--- config.mk ---
export PLATFORM = sky130hd
export DESIGN_NAME = hazard_stall_ctrl_flat
export DESIGN_NICKNAME = d
export VERILOG_FILES = /design/src/rtl/pipe_hazard_pkg.sv /design/src/rtl/hazard_stall_ctrl_if.sv /design/src/rtl/mdu_busy_timer.sv /design/src/rtl/hazard_stall_ctrl.sv /design/src/flat_wrapper.sv
export SDC_FILE = /design/constraint.sdc
export NUM_CORES = 1
export LEC_CHECK = 0
export ABC_CLOCK_PERIOD_IN_PS = 7150
export CAP_MARGIN = 20
export CORE_ASPECT_RATIO = 2
export CORE_MARGIN = 2
export CORE_UTILIZATION = 39
export CTS_BUF_LIST = sky130_fd_sc_hd__clkbuf_8
export DETAILED_ROUTE_END_ITERATION = 12
export PLACE_DENSITY = 0.69
export SYNTH_ARGS = -nofsm -noshare
export SYNTH_HDL_FRONTEND = slang
export SYNTH_HIERARCHICAL = 1
export SYNTH_SLANG_ARGS = --single-unit
--- constraint.sdc ---
create_clock -name clk -period 7.15 [get_ports clk]
set_input_delay 1.43 -clock clk [delete_from_list [all_inputs] [get_ports clk]]
set_output_delay 1.43 -clock clk [all_outputs]
set_load 0.01 [all_outputs]
--- src/rtl/pipe_hazard_pkg.sv ---
// Shared pipeline hazard encodings, MDU latency defaults and the Tuse/Tnew
// dependency check used by the stall controller.
package pipe_hazard_pkg;

  localparam logic [1:0] TUSE_NONE       = 2'd3;
  localparam logic [4:0] REG_ZERO        = 5'd0;
  localparam int         MULT_CYCLES_DEF = 5;
  localparam int         DIV_CYCLES_DEF  = 10;

  // A producer blocks a consumer when its result arrives later than the operand is needed.
  function automatic logic raw_stall(input logic [4:0] src,
                                     input logic [1:0] tuse,
                                     input logic [4:0] dst,
                                     input logic       we,
                                     input logic [1:0] tnew);
    return (src != REG_ZERO) && (tuse != TUSE_NONE) && we &&
           (dst == src) && (tuse < tnew);
  endfunction

endpackage

--- src/rtl/hazard_stall_ctrl_if.sv ---
// Hazard-controller bundle: D/E/M hazard inputs, MDU start pulses and the
// stall outputs. The pipeline is the master, the controller the slave.
interface hazard_stall_ctrl_if #(
  parameter int PERF_W = 32
);
  logic [4:0]        rs_D;
  logic [4:0]        rt_D;
  logic [1:0]        tuse_rs_D;
  logic [1:0]        tuse_rt_D;
  logic              md_D;
  logic [4:0]        a3_E;
  logic [4:0]        a3_M;
  logic              we_E;
  logic              we_M;
  logic [1:0]        tnew_E;
  logic [1:0]        tnew_M;
  logic              start_mult;
  logic              start_div;
  logic              en_PC;
  logic              en_FD;
  logic              flush_DE;
  logic              mdu_busy;
  logic [PERF_W-1:0] stall_cnt;

  modport master (
    output rs_D, rt_D, tuse_rs_D, tuse_rt_D, md_D,
    output a3_E, a3_M, we_E, we_M, tnew_E, tnew_M,
    output start_mult, start_div,
    input  en_PC, en_FD, flush_DE, mdu_busy, stall_cnt
  );

  modport slave (
    input  rs_D, rt_D, tuse_rs_D, tuse_rt_D, md_D,
    input  a3_E, a3_M, we_E, we_M, tnew_E, tnew_M,
    input  start_mult, start_div,
    output en_PC, en_FD, flush_DE, mdu_busy, stall_cnt
  );

endinterface

--- src/rtl/mdu_busy_timer.sv ---
// Multiply/divide busy window: a down-counter loaded on each start pulse,
// busy while counting or while a start pulse is present.
module mdu_busy_timer
  import pipe_hazard_pkg::*;
#(
  parameter int MULT_CYCLES = MULT_CYCLES_DEF,
  parameter int DIV_CYCLES  = DIV_CYCLES_DEF,
  parameter int CNT_W       = 4
) (
  input  logic clk,
  input  logic reset,
  input  logic start_mult,
  input  logic start_div,
  output logic mdu_busy
);

  logic [CNT_W-1:0] cnt_q;
  logic [CNT_W-1:0] cnt_d;

  // Divide wins over multiply; any start reloads, even mid-countdown.
  always_comb begin
    cnt_d = cnt_q;
    if (start_div) begin
      cnt_d = CNT_W'(DIV_CYCLES);
    end else if (start_mult) begin
      cnt_d = CNT_W'(MULT_CYCLES);
    end else if (cnt_q != '0) begin
      cnt_d = cnt_q - CNT_W'(1);
    end
  end

  always_ff @(posedge clk or negedge reset) begin
    if (!reset) begin
      cnt_q <= '0;
    end else begin
      cnt_q <= cnt_d;
    end
  end

  assign mdu_busy = start_mult | start_div | (cnt_q != '0);

endmodule

--- src/rtl/hazard_stall_ctrl.sv ---
// Pipeline stall/bubble controller: Tuse/Tnew data hazards against E and M,
// MDU busy stalls, and a saturating stalled-cycle counter.
module hazard_stall_ctrl
  import pipe_hazard_pkg::*;
#(
  parameter int MULT_CYCLES = MULT_CYCLES_DEF,
  parameter int DIV_CYCLES  = DIV_CYCLES_DEF,
  parameter int CNT_W       = 4,
  parameter int PERF_W      = 32
) (
  input  logic                clk,
  input  logic                reset,
  hazard_stall_ctrl_if.slave  hz
);

  logic              data_stall;
  logic              mdu_stall;
  logic              stall;
  logic              mdu_busy;
  logic [PERF_W-1:0] stall_cnt_q;
  logic [PERF_W-1:0] stall_cnt_d;

  mdu_busy_timer #(
    .MULT_CYCLES (MULT_CYCLES),
    .DIV_CYCLES  (DIV_CYCLES),
    .CNT_W       (CNT_W)
  ) u_mdu_busy_timer (
    .clk        (clk),
    .reset      (reset),
    .start_mult (hz.start_mult),
    .start_div  (hz.start_div),
    .mdu_busy   (mdu_busy)
  );

  assign data_stall =
      raw_stall(hz.rs_D, hz.tuse_rs_D, hz.a3_E, hz.we_E, hz.tnew_E) |
      raw_stall(hz.rs_D, hz.tuse_rs_D, hz.a3_M, hz.we_M, hz.tnew_M) |
      raw_stall(hz.rt_D, hz.tuse_rt_D, hz.a3_E, hz.we_E, hz.tnew_E) |
      raw_stall(hz.rt_D, hz.tuse_rt_D, hz.a3_M, hz.we_M, hz.tnew_M);

  assign mdu_stall = hz.md_D & mdu_busy;
  assign stall     = data_stall | mdu_stall;

  always_comb begin
    stall_cnt_d = stall_cnt_q;
    if (stall && (stall_cnt_q != '1)) begin
      stall_cnt_d = stall_cnt_q + PERF_W'(1);
    end
  end

  always_ff @(posedge clk or negedge reset) begin
    if (!reset) begin
      stall_cnt_q <= '0;
    end else begin
      stall_cnt_q <= stall_cnt_d;
    end
  end

  assign hz.en_PC     = ~stall;
  assign hz.en_FD     = ~stall;
  assign hz.flush_DE  = stall;
  assign hz.mdu_busy  = mdu_busy;
  assign hz.stall_cnt = stall_cnt_q;

endmodule

--- src/flat_wrapper.sv ---
// flat-port wrapper written by rule: the top's interface ports become plain ports
module hazard_stall_ctrl_flat import pipe_hazard_pkg::*;
#(
  parameter int MULT_CYCLES = MULT_CYCLES_DEF,
  parameter int DIV_CYCLES  = DIV_CYCLES_DEF,
  parameter int CNT_W       = 4,
  parameter int PERF_W      = 32
)
  (clk, reset, hz_rs_D, hz_rt_D, hz_tuse_rs_D, hz_tuse_rt_D, hz_md_D, hz_a3_E, hz_a3_M, hz_we_E, hz_we_M, hz_tnew_E, hz_tnew_M, hz_start_mult, hz_start_div, hz_en_PC, hz_en_FD, hz_flush_DE, hz_mdu_busy, hz_stall_cnt);
  hazard_stall_ctrl_if #(.PERF_W(PERF_W)) hz_i ();
  input  logic clk;
  input  logic reset;
  input wire logic [$bits(hz_i.rs_D)-1:0] hz_rs_D;
  input wire logic [$bits(hz_i.rt_D)-1:0] hz_rt_D;
  input wire logic [$bits(hz_i.tuse_rs_D)-1:0] hz_tuse_rs_D;
  input wire logic [$bits(hz_i.tuse_rt_D)-1:0] hz_tuse_rt_D;
  input wire logic [$bits(hz_i.md_D)-1:0] hz_md_D;
  input wire logic [$bits(hz_i.a3_E)-1:0] hz_a3_E;
  input wire logic [$bits(hz_i.a3_M)-1:0] hz_a3_M;
  input wire logic [$bits(hz_i.we_E)-1:0] hz_we_E;
  input wire logic [$bits(hz_i.we_M)-1:0] hz_we_M;
  input wire logic [$bits(hz_i.tnew_E)-1:0] hz_tnew_E;
  input wire logic [$bits(hz_i.tnew_M)-1:0] hz_tnew_M;
  input wire logic [$bits(hz_i.start_mult)-1:0] hz_start_mult;
  input wire logic [$bits(hz_i.start_div)-1:0] hz_start_div;
  output wire logic [$bits(hz_i.en_PC)-1:0] hz_en_PC;
  output wire logic [$bits(hz_i.en_FD)-1:0] hz_en_FD;
  output wire logic [$bits(hz_i.flush_DE)-1:0] hz_flush_DE;
  output wire logic [$bits(hz_i.mdu_busy)-1:0] hz_mdu_busy;
  output wire logic [$bits(hz_i.stall_cnt)-1:0] hz_stall_cnt;
  assign hz_i.rs_D = hz_rs_D;
  assign hz_i.rt_D = hz_rt_D;
  assign hz_i.tuse_rs_D = hz_tuse_rs_D;
  assign hz_i.tuse_rt_D = hz_tuse_rt_D;
  assign hz_i.md_D = hz_md_D;
  assign hz_i.a3_E = hz_a3_E;
  assign hz_i.a3_M = hz_a3_M;
  assign hz_i.we_E = hz_we_E;
  assign hz_i.we_M = hz_we_M;
  assign hz_i.tnew_E = hz_tnew_E;
  assign hz_i.tnew_M = hz_tnew_M;
  assign hz_i.start_mult = hz_start_mult;
  assign hz_i.start_div = hz_start_div;
  assign hz_en_PC = hz_i.en_PC;
  assign hz_en_FD = hz_i.en_FD;
  assign hz_flush_DE = hz_i.flush_DE;
  assign hz_mdu_busy = hz_i.mdu_busy;
  assign hz_stall_cnt = hz_i.stall_cnt;
  hazard_stall_ctrl #(.MULT_CYCLES(MULT_CYCLES), .DIV_CYCLES(DIV_CYCLES), .CNT_W(CNT_W), .PERF_W(PERF_W)) u_core (.clk(clk), .reset(reset), .hz(hz_i));
endmodule
**After elaboration in Yosys (flattened, before gate mapping)**

Cells that the tools add are included.
Widths: inputs -> output; s select.

- Register bits: 36
- Bits of input ports: 35
- Output and inout port bits: 36
- Logic and storage cells: 45

- $add $sub $neg: 2
- Order comparisons: 4
- Equal/unequal tests: 7
- Multiplexer cells: 3
- Bitwise operators: 8
- Reductions and logical operators: 19

Operator list:

| operator | count |
|---|---|
| $add 32x1->32 const B | 1 |
| $ne 32x32->1 const B | 1 |
| $eq 5x5->1 | 4 |
| $logic_and 1x1->1 | 15 |
| $mux 4 | 3 |
| $reduce_bool 5->1 | 2 |
| $lt 2x2->1 | 4 |
| $or 1x1->1 | 6 |
| $ne 2x2->1 const B | 2 |
| $reduce_bool 4->1 | 1 |
| $sub 4x1->4 const B | 1 |
| $reduce_bool 3->1 | 1 |
| $and 1x1->1 | 1 |
| $not 1->1 | 1 |

**Logic depth before layout (Yosys ltp)**

Gate-level depths: netlist (run 1).

- Depth in word-level cells: 10
- Mapped depth: 10

**Hierarchy**

Netlist (run 1), hierarchy kept.

Modules (own cells, without submodules):

| module | instances | cells an instance | area an instance (µm²) |
|---|---|---|---|
| hazard_stall_ctrl | 1 | 202 | 1989.4 |
| mdu_busy_timer | 1 | 22 | 240.2 |

**Least setup slack after synthesis (run 1)**

No wires, ideal clock.

- Kind: input -> output
- From: input port hz_tnew_M[1]
- To: output port hz_en_PC
- Data arrival time: 2907 ps
- Required time: 5720 ps
- Path slack: 2813 ps
- Cell stages on the path: 9
- Path through: inv_1 -> ha_1 -> nand2b_1 -> nor4_1 -> a22oi_1 -> o221ai_2 -> buf_2 -> inv_1 -> buf_4

- Longest elaborated chain between the ends: 7
- Elaborated cells between the ends (all ways): 9

Ends and longest elaborated chain:

| what | line | text |
|---|---|---|
| from (decl) | flat_wrapper.sv:23 | `input wire logic [$bits(hz_i.tnew_M)-1:0] hz_tnew_M;` |
| $lt 2x2->1 | pipe_hazard_pkg.sv:17 | `(dst == src) && (tuse < tnew);` |
| $logic_and 1x1->1 | pipe_hazard_pkg.sv:17 |  |
| $or 1x1->1 | hazard_stall_ctrl.sv:36 | `raw_stall(hz.rs_D, hz.tuse_rs_D, hz.a3_E, hz.we_E, hz.tnew_E) \|` |
| $or 1x1->1 | hazard_stall_ctrl.sv:37 | `raw_stall(hz.rs_D, hz.tuse_rs_D, hz.a3_M, hz.we_M, hz.tnew_M) \|` |
| $or 1x1->1 * | hazard_stall_ctrl.sv:38 | `raw_stall(hz.rt_D, hz.tuse_rt_D, hz.a3_E, hz.we_E, hz.tnew_E) \|` |
| $or 1x1->1 * | hazard_stall_ctrl.sv:42 | `assign stall = data_stall \| mdu_stall;` |
| net hz_flush_DE | flat_wrapper.sv:28 | `output wire logic [$bits(hz_i.flush_DE)-1:0] hz_flush_DE;` |
| $not 1->1 * | - |  |
| to (decl) | flat_wrapper.sv:26 | `output wire logic [$bits(hz_i.en_PC)-1:0] hz_en_PC;` |

Mark *: on every way through the listed nets, which the timed path passes. The rest lies on a longest branch.

**Worst setup path in the final report (run 1)**

- From: input port hz_tuse_rs_D[1]
- To: output port hz_flush_DE

- Longest elaborated chain between the ends: 9
- Elaborated cells between the ends (all ways): 14

Ends and longest elaborated chain:

| what | line | text |
|---|---|---|
| from (decl) | flat_wrapper.sv:15 | `input wire logic [$bits(hz_i.tuse_rs_D)-1:0] hz_tuse_rs_D;` |
| $ne 2x2->1 | pipe_hazard_pkg.sv:16 | `return (src != REG_ZERO) && (tuse != TUSE_NONE) && we &&` |
| $logic_and 1x1->1 (3 in a row) | pipe_hazard_pkg.sv:16 |  |
| $logic_and 1x1->1 | pipe_hazard_pkg.sv:17 |  |
| $or 1x1->1 * | hazard_stall_ctrl.sv:36 |  |
| $or 1x1->1 * | hazard_stall_ctrl.sv:37 |  |
| $or 1x1->1 * | hazard_stall_ctrl.sv:38 |  |
| $or 1x1->1 * | hazard_stall_ctrl.sv:42 |  |
| to (decl) | flat_wrapper.sv:28 |  |

Every way passes the cells marked *; elsewhere a longest branch is shown, timed or not.

==> results of run 1 <==
area by class of cell:
cell class / instances / share of cell area (%)
Clock buffer: 6 / 2.682
Clock inverter: 2 / 0.2438
Inverter: 8 / 0.9752
Multi-Input combinational cell: 174 / 40.96
Sequential cell: 36 / 29.26
Tap cell: 61 / 2.479
Timing Repair Buffer: 73 / 23.41
power groups by stage:
stage | combinational, W | clock, W | sequential (W)
after floorplan | 0.0000619 | 0 | 0.000260
after detailed placement | 0.000151 | 0 | 0.000257
after global routing | 0.000164 | 0.000161 | 0.000258
after CTS | 0.000152 | 0.000152 | 0.000254
final | 0.000151 | 0.000144 | 0.000254
after global placement | 0.000149 | 0 | 0.000255
placed cells by master (no fill, tap or decap), types with 2 or more instances in the layout:
| master | instances |
|---|---|
| a211oi_1 | 5 |
| a22oi_1 | 2 |
| and3_1 | 10 |
| and4_1 | 3 |
| buf_4 | 2 |
| clkbuf_8 | 6 |
| clkdlybuf4s50_1 | 70 |
| dfrtp_1 | 36 |
| ha_1 | 7 |
| inv_1 | 10 |
| nand2_1 | 15 |
| nand2b_1 | 9 |
| nand3_1 | 13 |
| nand4_1 | 18 |
| nor2_1 | 9 |
| nor3_1 | 4 |
| nor4_1 | 7 |
| o21ai_0 | 2 |
| or3_1 | 2 |
| or4_1 | 2 |
| xnor2_1 | 31 |
| xor2_1 | 21 |
kinds of logic after synthesis:
group | count (synthesis) | synth area share, %
AOI/OAI and AO/OA | 13 | 4.433
xor gates and xnor gates | 52 | 20.43
adders and majority gates | 7 | 3.928
buffers and inverters | 14 | 3.030
DFF | 36 | 40.40
muxes | 3 | 1.627
and+or+nand+nor | 99 | 26.15
state kept, by name, summed over array words and instances (netlist names):
name and flops:
u_core/hz.stall_cnt 32, u_core/u_mdu_busy_timer/cnt_q 4
worst register-to-register path, cell delays in order, from the launching register on:
cell and delay [ns]:
dfrtp_1 0.42, ha_1 0.21, and4_1 0.26, nand4_1 0.29, or3_1 0.66, nand2_4 0.16, mux2_4 0.30
through the flow:
step                instance area, µm²  hold WS [ns]  total power [W]  setup WS [ns]
global route                      3079        0.5238        0.0005828          1.731
global placement                  2984        0.5020        0.0004042          1.895
detailed placement                2984        0.4982        0.0004087          1.872
finish                            3079        0.5063        0.0005485          1.830
floorplan                         2230        0.5183        0.0003224          2.814
CTS                               3074        0.5119        0.0005573          1.869
path summary, 6_finish.rpt:
check	from	slack (ns)	to	depth (start not counted)
setup / recovery	hz_tuse_rs_D[1]	1.83	hz_flush_DE	8
hold / removal	u_core/hz.stall_cnt[15]	0.51	u_core/hz.stall_cnt[15]	1
setup reg to reg	u_core/hz.stall_cnt[0]	4.74	u_core/hz.stall_cnt[1]	6
hold reg to reg	u_core/hz.stall_cnt[15]	0.51	u_core/hz.stall_cnt[15]	1
max in group asynchronous	reset	5.27	u_core/hz.stall_cnt[30]	2
min in group asynchronous	reset	1.57	u_core/hz.stall_cnt[0]	2
metal layers:
layer / GRT usage, % / up-vias / part of all wire [%] / wire [µm]
li1: - / 943 / - / -
met1: 22.79 / 930 / 42 / 2258
met2: 28.48 / 68 / 50 / 2692
met3: 4.901 / 8 / 5.9 / 313
met4: 5.736 / 0 / 1.4 / 75
met5: 0 / - / 0 / 0
==> impl_metrics.env, run 1 <==
export IMPL_critical_path_required_ns=5.72
export IMPL_vias=1949
export IMPL_power_frac_seq_pct=46.3
export IMPL_status="finished, final reports clean"
export IMPL_antenna_found_initial=0
export IMPL_synth_area_mm2=0.002230
export IMPL_internal_power_w=0.0003898
export IMPL_worstPathCellList="clkdlybuf4s50_1 > ha_1 > nand2b_1 > nor4_1 > a22oi_1 > o221ai_2 > buf_4 > clkdlybuf4s50_1"
export IMPL_cts_tree="done"
export IMPL_yosys_warnings=6
export IMPL_synth_cell_types=37
export IMPL_skew_ns=0.003804
export IMPL_cts_resized=0
export IMPL_die_area_mm2=0.006375
export IMPL_core_mm2=0.005612
export IMPL_synth_top_cell_area_share_pct=40.40
export IMPL_ir_worst_vdd_uv=185.5
export IMPL_slowest_stage="clkdlybuf4s50_1"
export IMPL_nFillCells=504
export IMPL_p_per_area_mw_per_mm2=178.1
export IMPL_cp_num_buf_inv=3
export IMPL_boundaryPins=71
export IMPL_grt_max_degree=37
export IMPL_cts_hold_buf=0
export IMPL_cts_root_buffer="clkbuf_8"
export IMPL_yosysTopAreaCell="dfrtp_1"
export IMPL_portBuffers=70
export IMPL_criticalPathCategory="input pin to output port"
export IMPL_gp_congestion=0.8772
export IMPL_path_max_fanout=33
export IMPL_slew_viol_final=0
export IMPL_synth_cells=224
export IMPL_rsz0062_at_grt="no"
export IMPL_clock_power_share_pct=26.3
export IMPL_cpMostUsedCell="clkdlybuf4s50_1"
export IMPL_min_path_type="flop to flop"
export IMPL_cp_arrival_ns=3.89
export IMPL_period_minus_slack_ns=5.320
export IMPL_ys_ff_latch=36
export IMPL_cts_path_max_buffers=2
export IMPL_die_h_um=110.9
export IMPL_fin_crit_sh_pct=74.41
export IMPL_viasPerCell=5.414
export IMPL_syn2layout_area_growth_pct=38.10
export IMPL_finish_utilization_pct=54.87
export IMPL_p_leak_nw=1.243
export IMPL_synth_area_leaders="dfrtp_1 (40%), xnor2_1 (12%), xor2_1 (8.2%)"
export IMPL_drt_first_pass_iters=4
export IMPL_ant_nets=0
export IMPL_numCtsBuffers=5
export IMPL_maxCapViolations=0
export IMPL_worst_setup_path_start_kind="input pin"
export IMPL_clk_latency_ns=0.29
export IMPL_layout_nets=340
export IMPL_start_util_pct=39.73
export IMPL_synth_seq_area_share_pct=40.40
export IMPL_syn_avg_cell_area_um2=9.954
export IMPL_synth_ff_type="dfrtp_1"
export IMPL_dp_hpwl_mm=4.018
export IMPL_dr_first_iter_drc_count=56
export IMPL_switching_share_pct=28.93
export IMPL_wl_per_cell_um=14.83
export IMPL_die_x_um=57.47
export IMPL_grt_remaining_overflow=0
export IMPL_setup_tns_ns=0
export IMPL_clkSlewWorstSetupHoldPaths_ns=0.07
export IMPL_cts_setup_buffers=0
export IMPL_layout_cells_non_filler=360
export IMPL_finalSetupViolCount=0
export IMPL_relSlewSlack_pct=69.65
export IMPL_drt_total_wl_mm=5.339
export IMPL_tightest_slew_ns=0.4552
export IMPL_htreeDepth=2
export IMPL_synthTopCellsByCount="dfrtp_1 (36), xnor2_1 (31), xor2_1 (21)"
export IMPL_multi_input_area_mm2=0.001261
export IMPL_drive_above_1_share_pct=5.686
export IMPL_grt_pass1_wl_mm=9.156
export IMPL_async_reset_ff_share_pct=100.0
export IMPL_combPwrFrac_pct=27.5
export IMPL_fmax_mhz=188.0
export IMPL_syn_nets=266
export IMPL_diodes=0
export IMPL_cp_end_kind="output port"
export IMPL_synth_edf_count=0
export IMPL_dp_cells=351
export IMPL_crit_family="buffers and inverters"
export IMPL_track_usage_pct=17.78
export IMPL_rows=39
export IMPL_drc=0
export IMPL_grt_pass1_vias=1944
export IMPL_hold_viol_final=0
export IMPL_slowest_delay_ns=0.61
export IMPL_synth_most_common_cell="dfrtp_1"
export IMPL_power_switching_w=0.0001587
export IMPL_regArea_um2=900.9
export IMPL_cts_sinks=36
No activity file was read; power rests on OpenSTA's default activity.
==> run 2: changes to the inputs <==
Settings changed: ABC_CLOCK_PERIOD_IN_PS 7150 to 5000.
Clock period 7.15 ns to 5 ns, I/O delays scaled along.
==> run 2 against run 1 <==
  * Core utilization up 0.22 points
  * Sequential share of layout area down 0.12 points
  * Cell count down 0.28%
  * Clock skew up 0.0048 ns
  * Via count down 0.67%
  * Die area unchanged
  * Sequential cell count unchanged
  * Largest cell class unchanged
==> impl_metrics.env, run 2 (same netlist as run 1, synthesis figures left out) <==
export IMPL_status="finished, final reports clean"
export IMPL_period_minus_slack_ns=4.138
export IMPL_use_met1_pct=24.19
export IMPL_holdPathEnd="u_core/hz.stall_cnt[20]"
export IMPL_regToRegStartpoint="u_core/hz.stall_cnt[0]"
export IMPL_grt_pass1_vias=1901
export IMPL_worstPathCellList="clkdlybuf4s50_1 > ha_1 > nand2b_1 > nor4_1 > a22oi_1 > o221ai_2 > clkdlybuf4s50_1"
export IMPL_cts_tree="done"
export IMPL_cts_root_buffer="clkbuf_8"
export IMPL_cts_setup_buffers=0
export IMPL_grt_pass1_wl_mm=9.004
export IMPL_die_x_um=57.47
export IMPL_holdPathStages=1
export IMPL_setup_tns_ns=0
export IMPL_fin_crit_sh_pct=82.76
export IMPL_grt_use_met3_pct=4.201
export IMPL_ant_nets=0
export IMPL_htreeDepth=2
export IMPL_die_h_um=110.9
export IMPL_drive_above_1_share_pct=5.705
export IMPL_cts_path_max_buffers=2
export IMPL_cp_end_kind="output port"
export IMPL_start_util_pct=39.73
export IMPL_path_max_fanout=3
export IMPL_slew_viol_final=0
export IMPL_grt_remaining_overflow=0
export IMPL_fin_hold_ws_ns=0.5080
export IMPL_drc=0
export IMPL_rsz0062_at_grt="no"
export IMPL_portBuffers=70
export IMPL_relSlewSlack_pct=28.03
export IMPL_ir_worst_vdd_uv=268.1
export IMPL_rows=39
export IMPL_busiest_layer="met2"
export IMPL_maxCapViolations=0
export IMPL_hp_start="u_core/hz.stall_cnt[20]"
export IMPL_dr_first_iter_drc_count=52
export IMPL_p_leak_nw=1.243
export IMPL_drt_total_wl_mm=5.353
export IMPL_layout_nets=339
export IMPL_finalSetupViolCount=0
export IMPL_grt_max_degree=37
export IMPL_track_usage_pct=17.65
export IMPL_die_area_mm2=0.006375
export IMPL_rrSetupSlack_ns=2.57
export IMPL_wl_per_cell_um=14.91
export IMPL_diodes=0
export IMPL_min_path_type="flop to flop"
export IMPL_drt_first_pass_iters=4
export IMPL_criticalPathCategory="input pin to output port"
export IMPL_clkSlewWorstSetupHoldPaths_ns=0.07
export IMPL_slowest_delay_ns=0.61
export IMPL_tightest_slew_ns=1.070
export IMPL_clk_latency_ns=0.29
export IMPL_vias=1936
export IMPL_numCtsBuffers=5
export IMPL_largest_reg_flops=32
export IMPL_cts_sinks=36
export IMPL_slowest_stage="clkdlybuf4s50_1"
export IMPL_gp_congestion=0.8972
export IMPL_critical_path_required_ns=4.00
export IMPL_dp_hpwl_mm=4.105
export IMPL_cp_arrival_ns=3.14
export IMPL_p_per_area_mw_per_mm2=267.7
export IMPL_hold_viol_final=0
export IMPL_nFillCells=527
export IMPL_cpMostUsedCell="clkdlybuf4s50_1"
export IMPL_reg2reg_to="u_core/hz.stall_cnt[1]"
export IMPL_layout_common_cells="clkdlybuf4s50_1 (70), dfrtp_1 (36), xnor2_1 (31), xor2_1 (21), nand4_1 (18)"
export IMPL_viasPerCell=5.393
export IMPL_crit_family="buffers and inverters"
export IMPL_cp_num_buf_inv=2
export IMPL_boundaryPins=71
export IMPL_reg2regPathDepth=6
export IMPL_core_mm2=0.005612
export IMPL_grt_use_met2_pct=27.65
export IMPL_skew_ns=0.008583
export IMPL_fmax_mhz=241.7
export IMPL_cts_resized=0
export IMPL_antenna_found_initial=0
export IMPL_worst_setup_path_start_kind="input pin"
export IMPL_final_common_cell="clkdlybuf4s50_1"
export IMPL_cts_hold_buf=0
export IMPL_syn2layout_area_growth_pct=38.66
==> run 2: cell types whose count changed in the layout (fill, tap and decap cells not counted), sizes merged <==
cell    change
buf         -1
bufinv      +1
inv         -1
clkinv      +1
clkbuf      -1
==> run 2: cell type report <==
class	instances	area [µm²]	area share, %
Clock buffer	5	68.82	2.226
Clock inverter	3	38.79	1.255
Inverter	8	30.03	0.9713
Multi-Input combinational cell	174	1261	40.79
Sequential cell	36	900.9	29.14
Tap cell	61	76.32	2.469
Timing Repair Buffer	72	715.7	23.15
==> run 2: per-stage QoR <==
step           total power [W]  utilization [%]  std cells  setup WS (ns)  instance area, µm²
6_report             0.0008276            55.09        359         0.8619                3092
5_1_grt              0.0008757            55.09        359         0.7549                3092
4_1_cts              0.0008382            55.09        359         0.8557                3092
3_5_place_dp         0.0005853            53.18        351         0.8624                2984
3_3_place_gp         0.0005762            53.18        351         0.8710                2984
2_1_floorplan        0.0004610                -        224          1.524                2230
==> run 2: report_power, final <==
part	internal, W	leakage [nW]	switching [W]
clock	0.000146	0.0593	0.000103
combinational	0.000127	0.703	0.0000910
sequential	0.000322	0.480	0.0000390
==> run 2: worst max path at each step <==
stage                         start           to  slack, ns  cells past startpoint
floorplan              hz_tnew_M[1]     hz_en_PC       1.52                      9
global placement    hz_tuse_rs_D[1]  hz_flush_DE       0.87                      7
detailed placement     hz_tnew_E[1]  hz_flush_DE       0.86                      8
CTS                    hz_tnew_E[1]  hz_flush_DE       0.86                      8
global route           hz_tnew_E[1]     hz_en_PC       0.75                      9
finish              hz_tuse_rt_D[1]  hz_flush_DE       0.86                      7
==> run 2: metal layers <==
metal  share of wire, %  vias to the layer above
met5                  0                        -
met2                 49                       52
met1                 44                      939
li1                   -                      938
met3                5.1                        7
met4                1.0                        0
